File: config.mk
export PLATFORM = sky130hd
export DESIGN_NAME = m_sorted_serializer
export DESIGN_NICKNAME = d
export VERILOG_FILES = /design/src/rtl/m_sorted_serializer.sv
export SDC_FILE = /design/constraint.sdc
export NUM_CORES = 1
export LEC_CHECK = 0
export ABC_AREA = 1
export CORE_MARGIN = 4
export CORE_UTILIZATION = 45
export DETAILED_ROUTE_END_ITERATION = 7
export MAX_ROUTING_LAYER = met4
export PLACE_DENSITY = 0.8
export SLEW_MARGIN = 30
export SYNTH_ARGS = -nofsm -noshare
export SYNTH_HDL_FRONTEND = slang
export SYNTH_SLANG_ARGS = --single-unit
export TNS_END_PERCENT = 100
File: constraint.sdc
create_clock -name Clk -period 1.9 [get_ports Clk]
set_input_delay 0.38 -clock Clk [delete_from_list [all_inputs] [get_ports Clk]]
set_output_delay 0.38 -clock Clk [all_outputs]
set_load 0.02 [all_outputs]
File: src/rtl/m_sorted_serializer.sv
// Streams one M-wide sorted vector per handshake as M single elements, ascending or descending,
// and flags any accepted vector that is not non-decreasing.
module m_sorted_serializer #(
    parameter int unsigned N = 4,
    parameter int unsigned M = 4
) (
    input  logic                 Clk,
    input  logic                 Reset,
    input  logic [N-1:0]         in_data [M-1:0],
    input  logic                 in_valid,
    input  logic                 in_dir,
    output logic                 in_ready,
    output logic [N-1:0]         out_data,
    output logic [$clog2(M)-1:0] out_idx,
    output logic                 out_valid,
    output logic                 out_last,
    input  logic                 out_ready,
    output logic                 order_err,
    output logic [7:0]           err_cnt
);

    localparam int unsigned IW = $clog2(M);
    localparam logic [IW-1:0] LastCnt = IW'(M - 1);

    typedef enum logic [0:0] {StIdle, StDrain} state_e;

    state_e         state_q, state_d;
    logic [N-1:0]   vec_q [M-1:0];
    logic           dir_q;
    logic [IW-1:0]  cnt_q, cnt_d;
    logic           order_err_q, order_err_d;
    logic [7:0]     err_cnt_q, err_cnt_d;
    logic           drain, load, xfer, unsorted;
    logic [IW-1:0]  idx;

    always_comb begin
        unsorted = 1'b0;
        for (int i = 0; i < int'(M) - 1; i++) begin
            if (in_data[i] > in_data[i+1]) unsorted = 1'b1;
        end
    end

    always_comb begin
        drain     = (state_q == StDrain);
        out_valid = drain;
        out_last  = drain && (cnt_q == LastCnt);
        idx       = dir_q ? (LastCnt - cnt_q) : cnt_q;
        out_idx   = drain ? idx : '0;
        out_data  = drain ? vec_q[idx] : '0;
        // Held low through reset; accepting on the last transfer gives bubble-free streaming.
        in_ready  = !Reset && (!drain || (out_ready && out_last));
        xfer      = out_valid && out_ready;
        load      = in_valid && in_ready;

        state_d     = state_q;
        cnt_d       = cnt_q;
        order_err_d = 1'b0;
        err_cnt_d   = err_cnt_q;

        if (xfer) begin
            if (out_last) state_d = StIdle;
            else          cnt_d   = cnt_q + 1'b1;
        end
        if (load) begin
            state_d = StDrain;
            cnt_d   = '0;
            if (unsorted) begin
                order_err_d = 1'b1;
                if (err_cnt_q != 8'hFF) err_cnt_d = err_cnt_q + 8'd1;
            end
        end
    end

    always_ff @(posedge Clk or posedge Reset) begin
        if (Reset) begin
            state_q     <= StIdle;
            cnt_q       <= '0;
            dir_q       <= 1'b0;
            order_err_q <= 1'b0;
            err_cnt_q   <= 8'd0;
            for (int i = 0; i < int'(M); i++) vec_q[i] <= '0;
        end else begin
            state_q     <= state_d;
            cnt_q       <= cnt_d;
            order_err_q <= order_err_d;
            err_cnt_q   <= err_cnt_d;
            if (load) begin
                vec_q <= in_data;
                dir_q <= in_dir;
            end
        end
    end

    assign order_err = order_err_q;
    assign err_cnt   = err_cnt_q;

endmodule

==> summary.txt <==
Global route
  – Vias in the first global route: 1512
  – First-pass GRT wire length: 6610 µm
  – Initial antenna violation count: 0
  – Largest net degree at the start of global routing: 31
  – Total track usage: 0.167
  – Congestion Overflow GR: 0

Yosys
  – Synth Instances: 224
  – Count of flip-flops with a built-in enable after synthesis: 0
  – Seq/Total Area, Yosys: 0.410
  – Area of the mapped netlist: 1770 µm²
  – Top FF cell, synth: dfrtp_1
  – Synthesized flop and latch total: 29
  – Synthesized Nets: 259
  – FFs w/ async S/R, synth: 1.00
  – Unique masters post-synth: 27
  – Synthesized area per cell: 7.90 µm²
  – Ys Warns: 0

Power
  – Sequential Power Share: 0.304
  – Pleak: 1.37 nW
  – Sw power: 1.48 mW
  – Combinational fraction of design power: 0.567
  – Switch share: 0.413
  – Internal power: 2.11 mW
  – Clock network power share: 0.128
  – Pwr dens: 1400 nW/µm²
  – Peak VDD IR: 0.760 mV

Clock tree
  – Clk sinks: 29
  – TritonCTS Buffers: 5
  – Clk_lat worst skew: 0.27 ns
  – Clock tree buffer depth: 2
  – Clock root buffer: clkbuf_8
  – H-tree levels: 2
  – Worst-path clk slew: 0.05 ns
  – TritonCTS clock tree: built

Placement
  – Placed inst area: 2400 µm²
  – Placed insts: 332
  – RD Place Congestion: 0.811
  – # port buffers: 38
  – Post-DP HPWL: 3140 µm

STA
  – Max-slew violations: 0
  – FMAX: 517 MHz
  – Setup-failing EPs final: 2
  – Final hold violations: 0
  – Worst Skew: 0.00510 ns
  – Period utilisation layout: 1.02
  – Final worst slack: -0.0351 ns
  – Worst-margin pin slew: 0.354 ns
  – Final min period: 1.94 ns
  – Headroom to the max-slew limit: 0.764
  – RSZ-0062 raised after global routing: yes

Cells and area
  – Most common cell after layout, fill and taps aside: nand2_1
  – Final Net Count: 333
  – Fill cells: 329
  – Non-Filler Instances: 347
  – Post-route cell area: 2570 µm²
  – Share of cells above drive strength 1: 0.221
  – Area Growth Syn to Fin: 45.3%
  – Antenna fix cells: 0
  – Commonest non-fill, non-tap cells in the layout: nand2_1, buf_4, inv_1, clkdlybuf4s50_1, dfrtp_1

Setup path
  – Max incr delay on CP: 0.44 ns
  – Critical path's top delay family: flip-flops
  – Critical path buffer and inverter count: 2
  – Startpoint Class: register
  – CP max-delay cell: dfrtp_2
  – WP data arrival: 1.56 ns
  – Cell Chain, Critical Path: xor2_4, buf_6, o21ai_2, o21bai_1, a21oi_1, buf_4
  – Crit end category: primary output
  – Crit path max fanout: 4
  – Worst setup path class: register to primary output
  – Worst path required time: 1.52 ns

Status
  – Status: finished, violations left
  – Failing checks: setup timing

Floorplanning
  – Area of the core: 3740 µm²
  – Die Width: 70.7 µm
  – Die area: 5000 µm²
  – Row count: 22
  – Ports: 39
  – Height of the die: 70.7 µm
  – Starting Density: 0.473

Min path
  – Hold WC Path Type: register to register

Routing
  – Final WL: 4150 µm
  – Initial DRT Pass Iterations: 4
  – Final antenna-violating net count: 0
  – Drc violations: 0
  – WL/cell: 12.0 µm
  – DRT iter0 DRCs: 83
  – Vias: 1697
  – Via density: 4.89

Run
  – Max-cap violations: 0
layout make-up:
| class | count | area, µm² | area share |
|---|---|---|---|
| multi-input combinational | 158 | 961 | 0.374 |
| sequential | 29 | 728 | 0.283 |
| tap | 48 | 60.1 | 0.0233 |
| clock buffer | 8 | 80.1 | 0.0311 |
| timing repair buffer | 70 | 616 | 0.239 |
| inverter | 34 | 128 | 0.0496 |
Yosys cell counts (2+ instances only):
library cell / number / share of area
o21bai_1: 3 / 0.013
inv_2: 4 / 0.0085
o211ai_1: 4 / 0.017
or2_0: 2 / 0.0071
inv_1: 30 / 0.064
nand2_1: 72 / 0.15
o21ai_0: 17 / 0.048
a21oi_1: 7 / 0.020
nor2_1: 7 / 0.015
clkbuf_1: 2 / 0.0042
xor2_1: 5 / 0.025
dfrtp_1: 29 / 0.41
nand3_1: 14 / 0.040
xnor2_1: 2 / 0.0099
ha_1: 14 / 0.099
path summary, 6_finish.rpt:
path                            cells past startpoint      start           to  slack [ns]
worst min register to register                      2  vec_q[15]    vec_q[15]        0.49
worst max register to register                      9   cnt_q[1]        dir_q        0.19
max in group asynchronous                           3      Reset     cnt_q[1]        1.01
worst max-delay path                                6   cnt_q[1]  out_data[0]       -0.04
min in group asynchronous                           3      Reset   err_cnt[4]        0.61
worst min-delay path                                2  vec_q[15]    vec_q[15]        0.49
registers in the layout, indices dropped and copies added (netlist names):
name / cells
cnt_q: 2
order_err: 1
out_valid: 1
vec_q: 16
dir_q: 1
err_cnt: 8
kinds of logic (layout without fill, tap and decap cells):
| logic type | after synthesis | after routing | synth area share |
|---|---|---|---|
| simple gates | 102 | 103 | 0.253 |
| buf+inv | 38 | 112 | 0.0834 |
| compound gates | 33 | 33 | 0.114 |
| flops | 29 | 29 | 0.410 |
| fa+ha+maj | 14 | 14 | 0.0989 |
| xor+xnor | 7 | 7 | 0.0346 |
| mux | 1 | 1 | 0.00636 |
power groups by stage:
stage | registers, mW | logic, mW | clock network (mW)
after floorplan | 1.09 | 1.00 | 0
after global placement | 1.07 | 1.84 | 0
after detailed placement | 1.07 | 1.90 | 0
after CTS | 1.08 | 1.96 | 0.472
after global routing | 1.13 | 2.25 | 0.505
final | 1.09 | 2.04 | 0.461
worst register-to-register path, delay by kind of cell, from the launching register on:
family / cells / cell delay, ns
fa+ha+maj: 1 / 0.20
simple gates: 3 / 0.23
buf+inv: 4 / 0.53
compound gates: 1 / 0.20
flops: 1 / 0.44
per-stage QoR:
step	TNS, ns	setup WS (ns)	hold slack (ns)	utilization	total power [mW]
final	-0.0574	-0.0351	0.490	0.687	3.59
after global routing	-0.435	-0.132	0.517	0.687	3.88
after CTS	-0.189	-0.119	0.490	0.672	3.51
after detailed placement	-3.44	-0.342	0.468	0.641	2.97
after global placement	-2.84	-0.279	0.463	0.641	2.90
after floorplan	0	0.0599	0.444	-	2.09
per-layer routing:
layer	vias to the layer above	global-route usage	routed length (µm)
met3	7	0.0369	174
li1	863	-	-
met4	0	0.0313	64
met1	788	0.207	1840
met5	-	-	0
met2	39	0.281	2070
what timing repair did:
action / 4_1_cts / 5_1_grt
buffers inserted: 2 / 5
setup endpoints to repair: 8 / 15
pin swaps: 4 / 5
resized for setup: 39 / 15
hold buffers: 0 / 0
cloned: 1 / 0
(Power assumes the default switching activity.)
